File: src/rtl/alu_sequencer.sv
// alu_sequencer: fetch/exec sequencer for the 16-bit ALU datapath.
// Two-phase ops take an extra EXEC2 cycle; STP and stack faults halt.
module alu_sequencer #(
  parameter int PC_W = 8
) (
  input  logic            clk,
  input  logic            rst_n,
  input  logic            start,
  output logic [PC_W-1:0] instr_addr,
  input  logic [15:0]     instr_data,
  output logic [5:0]      opcode,
  output logic [2:0]      rd_sel,
  output logic [2:0]      rs1_sel,
  output logic [2:0]      rs2_sel,
  output logic            alu_enable_n,
  output logic            exec2,
  input  logic            alu_jump,
  input  logic [15:0]     alu_rout,
  output logic            reg_we,
  output logic            mem_we,
  output logic            stack_push,
  output logic            stack_pop,
  input  logic            stack_full,
  input  logic            stack_empty,
  output logic            halted,
  output logic            fault
);

  typedef enum logic [2:0] {
    S_IDLE,
    S_FETCH,
    S_EXEC1,
    S_EXEC2,
    S_HALT
  } state_t;

  state_t          state;
  logic [15:0]     ir;
  logic [PC_W-1:0] pc;
  logic [5:0]      op;
  logic            is_jump;
  logic            is_rd;
  logic            is_two;
  logic            is_psh;
  logic            is_pop;
  logic            is_str;
  logic            is_stp;
  logic            unused;

  assign op         = ir[15:10];
  assign opcode     = op;
  assign rd_sel     = ir[9:7];
  assign rs1_sel    = ir[6:4];
  assign rs2_sel    = ir[3:1];
  assign instr_addr = pc;
  assign unused     = ^{ir[0], alu_rout[15:PC_W]};

  assign is_jump = op inside {6'd0, [6'd4:6'd11]};
  assign is_rd   = op inside {[6'd12:6'd22], [6'd24:6'd26],
                              6'd31, [6'd32:6'd34], 6'd36, 6'd37};
  assign is_two  = op inside {6'd28, 6'd29, 6'd30, 6'd42};
  assign is_psh  = (op == 6'd40);
  assign is_pop  = (op == 6'd41);
  assign is_str  = (op == 6'd43);
  assign is_stp  = (op == 6'd63);

  always_ff @(posedge clk or negedge rst_n) begin
    if (!rst_n) begin
      state <= S_IDLE;
      pc    <= '0;
      ir    <= '0;
      fault <= 1'b0;
    end else begin
      unique case (state)
        S_IDLE: begin
          if (start) state <= S_FETCH;
        end
        S_FETCH: begin
          ir    <= instr_data;
          state <= S_EXEC1;
        end
        S_EXEC1: begin
          unique case (1'b1)
            is_two: state <= S_EXEC2;
            is_jump: begin
              pc    <= alu_jump ? alu_rout[PC_W-1:0] : pc + 1'b1;
              state <= S_FETCH;
            end
            is_psh: begin
              if (stack_full) begin
                fault <= 1'b1;
                state <= S_HALT;
              end else begin
                pc    <= pc + 1'b1;
                state <= S_FETCH;
              end
            end
            is_pop: begin
              if (stack_empty) begin
                fault <= 1'b1;
                state <= S_HALT;
              end else begin
                pc    <= pc + 1'b1;
                state <= S_FETCH;
              end
            end
            is_stp: state <= S_HALT;
            default: begin
              pc    <= pc + 1'b1;
              state <= S_FETCH;
            end
          endcase
        end
        S_EXEC2: begin
          pc    <= pc + 1'b1;
          state <= S_FETCH;
        end
        S_HALT: state <= S_HALT;
        default: state <= S_IDLE;
      endcase
    end
  end

  // Stack strobes are gated by the flags so a faulting op never touches the stack
  always_comb begin
    alu_enable_n = 1'b1;
    exec2        = 1'b0;
    reg_we       = 1'b0;
    mem_we       = 1'b0;
    stack_push   = 1'b0;
    stack_pop    = 1'b0;
    halted       = 1'b0;
    unique case (state)
      S_EXEC1: begin
        alu_enable_n = 1'b0;
        reg_we       = is_rd | (is_pop & ~stack_empty);
        mem_we       = is_str;
        stack_push   = is_psh & ~stack_full;
        stack_pop    = is_pop & ~stack_empty;
      end
      S_EXEC2: begin
        alu_enable_n = 1'b0;
        exec2        = 1'b1;
        reg_we       = 1'b1;
      end
      S_HALT: halted = 1'b1;
      default: ;
    endcase
  end

endmodule
File: config.mk
export PLATFORM = sky130hd
export DESIGN_NAME = alu_sequencer
export DESIGN_NICKNAME = d
export VERILOG_FILES = /design/src/rtl/alu_sequencer.sv
export SDC_FILE = /design/constraint.sdc
export NUM_CORES = 1
export LEC_CHECK = 0
export ABC_CLOCK_PERIOD_IN_PS = 3000
export BUFFER_PORTS_ARGS = -buffer_cell sky130_fd_sc_hd__buf_2
export CAP_MARGIN = 20
export CORE_ASPECT_RATIO = 0.8
export CORE_UTILIZATION = 50
export CTS_BUF_LIST = sky130_fd_sc_hd__clkbuf_8 sky130_fd_sc_hd__clkbuf_16
export CTS_CLUSTER_DIAMETER = 40
export DETAILED_ROUTE_END_ITERATION = 16
export PLACE_DENSITY = 0.8
export SETUP_SLACK_MARGIN = 0.5
export SLEW_MARGIN = 40
export SYNTH_ARGS = -nofsm -noshare
export SYNTH_HDL_FRONTEND = slang
export SYNTH_SLANG_ARGS = --single-unit
File: constraint.sdc
create_clock -name clk -period 3 [get_ports clk]
set_clock_uncertainty 0.1 [all_clocks]
set_input_delay 0.15 -clock clk [delete_from_list [all_inputs] [get_ports clk]]
set_output_delay 0.15 -clock clk [all_outputs]
set_load 0.05 [all_outputs]
==> run metrics <==
ys flop type dfrtp_1; Buffers on Ports just under 60; GPL Wtd Cong 0.8482; max-slew violation count 0; RR Startpoint ir[14]; final wirelength about 3700 µm; vias per cell roughly 5.4; Max-Cap Viols 0; maximum fanout along the worst path 5; Yosys top cell area share 0.4405; CTS tree built; Pleak about 0.95 nW; Pint around 1.1 mW; RSZ-0062 raised after global routing no; clock-pin slew on the worst setup and hold paths 0.09 ns; largest family of logic cells by synthesized area simple AND/OR/NAND/NOR gates; Mapped Area around 0.0015 mm²; pin count of the biggest net entering global routing 28; routed via count 1343; met3 routed WL between 150 and 200 µm; Switch Pwr ~1.4 mW; P&R area growth vs syn 29.77%; r2r worst-path depth 5; Power per Cell Area about 1300 mW/mm²; library cells used by synthesis 41; Post-synth ARST share 1.000; WL per Instance 14.97 µm; initial DRC count a little under 70; htree depth 1; most frequent cells in the layout buf_2, dfrtp_1, mux2_2, nand2_1, inv_1; Tcrit/Tclk final 0.7680; final worst path period need 2.304 ns; Area contributors post-synth dfrtp_1, mux2_2, mux2i_1; CTS-repair resized insts 0; terminating pin of the worst hold path ir[14]; crit path cell chain nor2b_1 -> nand2_1 -> or3_1 -> nor3_1 -> buf_2; grt total ovfl 0; Root Driver clkbuf_8; sequential area share after synthesis 0.4405; Die X about 64 µm; final setup violation count 0; CP Data Required Time around 2.8 ns; leading area contributor after synthesis dfrtp_1; fmax between 400 and 500 MHz; HPWL after detailed placement approximately 2600 µm; synthesized area per cell 10.65 µm²; largest stage delay on the critical path 0.42 ns; worst vdd ir around 0.0008 V; highest metal used met4; xor-xnor portion of the synthesized cell area 0.005710; routed wl met2 approximately 1800 µm; setup ws final between 0.6 and 0.7 ns; Final #Nets about 250; first-pass iteration count of the detailed router 4; Clock power frac 0.085; pre-CTS WS about 0.75 ns; Mapped Cells between 100 and 150; Power Total around 2.6 mW; GRT Total Usage 0.2413; wire length on met1 roughly 1700 µm; mux contribution to synthesized area 0.1550; slowest CP cell dfrtp_1; r2r endpoint instr_addr[0]; Max transition margin 0.6094; worst-margin pin slew roughly 0.59 ns; status finished, final reports clean; post-layout util 0.7037; CORE AREA 0.002829 mm²; layout cells sized above 1 0.4455; switch share 0.5534; number of synthesized register bits 27; Die Height roughly 52 µm; yosys warns 0; Seq pwr share 0.294; die area 0.003295 mm²; Post-Synth Adder-Cell Area 0.008157; post-synthesis compound-gate area fraction 0.1550; first-pass GRT wire length a little under 6000 µm; initial antenna violation count 0; Crit. End Element output pin; DRC Markers 0; io pins 69; Post-Syn Nets around 180; worst min path class in -> reg; Critical Path Source Type flop; vias in the first global route ~1.3k; Starting Density 0.5422; Seq. cell area 675.6 µm²; # rows 17; WP data arrival roughly 2.1 ns; CTS sink count 27; n_diodes 0; combinational share of power 0.621; Post-synth EDFFs 0; CTS max path bufs 2; R2R Setup Slk 0.85 ns; number of routed nets with antenna violations 0; Synth Area in Simple Gates 0.1884; Setup Crit Path Kind reg -> out; clk_lat worst skew approximately 0.28 ns; # fillers ~210; area taken by multi-input logic gates around 800 µm²; setup TNS 0 ns; worst hold stages 2; TritonCTS Buffers 3; hold path start instr_data[14]; commonest non-fill, non-tap cell in the layout buf_2; Hold Fails Final Rpt 0
==> cells by family (layout without fill, tap and decap cells) <==
kind of cell | after synthesis | after routing
multiplexers | 22 | 22
flip-flops | 27 | 27
adder cells (fa/ha/maj) | 1 | 1
AND/OR/NAND/NOR | 48 | 48
XOR/XNOR | 1 | 1
AO/OA/AOI/OAI | 29 | 29
buffers and inverters | 16 | 83
==> worst max-delay path by stage <==
stage	start	cells after the start	to	slack (ns)
floorplan	ir[15]	3	stack_pop	0.20
global placement	ir[13]	5	instr_addr[0]	0.82
detailed placement	ir[13]	5	instr_addr[0]	0.75
CTS	state[1]	5	stack_push	0.71
global route	state[1]	5	stack_push	0.59
finish	state[1]	5	stack_push	0.70
==> power by group through the flow <==
| stage | registers, mW | clock network, mW | logic [mW] |
|---|---|---|---|
| finish | 0.752 | 0.217 | 1.59 |
| global placement | 0.730 | 0 | 1.53 |
| CTS | 0.747 | 0.224 | 1.59 |
| global route | 0.780 | 0.233 | 1.69 |
| detailed placement | 0.749 | 0 | 1.57 |
| floorplan | 1.25 | 0 | 0.731 |
==> synth_stat cells, drive strengths merged, types with 2 or more instances <==
library cell	count
o31a	2
nand2b	3
nand3	2
a22oi	4
o21ai	9
nor2	5
and3	5
a21oi	4
nand2	12
and4	3
mux2	14
o2bb2ai	3
nor2b	2
mux2i	8
buf	5
dfrtp	27
o21bai	2
nor3	5
inv	10
or4	2
==> area by class of cell <==
class,instances,area share
Inverter,10,0.01886
Tap cell,38,0.02388
Clock inverter,1,0.004400
Sequential cell,27,0.3394
Clock buffer,3,0.02074
Multi-Input combinational cell,101,0.3953
Timing Repair Buffer,69,0.1974
==> flip-flops by register name, indices dropped and copies added (netlist names) <==
name / count
fault: 1
instr_addr: 8
state: 3
ir: 15
==> metrics by stage <==
stage	hold WS [ns]	cell area, µm²	cells
floorplan	-0.2456	1534	144
global route	0.0006964	1991	249
CTS	0.00002640	1989	249
global placement	0.08182	1849	236
finish	0.005806	1991	249
detailed placement	0.08622	1849	236
==> critical path: cells and delay by family, from the launching register on <==
kind | cells | cell delay, ns
and+or+nand+nor | 4 | 1.07
DFF | 1 | 0.42
buffers and inverters | 1 | 0.29
==> what timing repair did <==
| item | CTS | global route |
|---|---|---|
| setup buffers | 0 | 0 |
| hold buffers | 9 | 0 |
| hold endpoints to repair | 35 | 0 |
==> metal layers <==
metal	GRT usage	up-vias
met3	0.04386	8
met4	0.08712	0
li1	-	657
met1	0.3162	626
met2	0.4043	52
met5	0	-
Power figures use the tool's default switching activity.
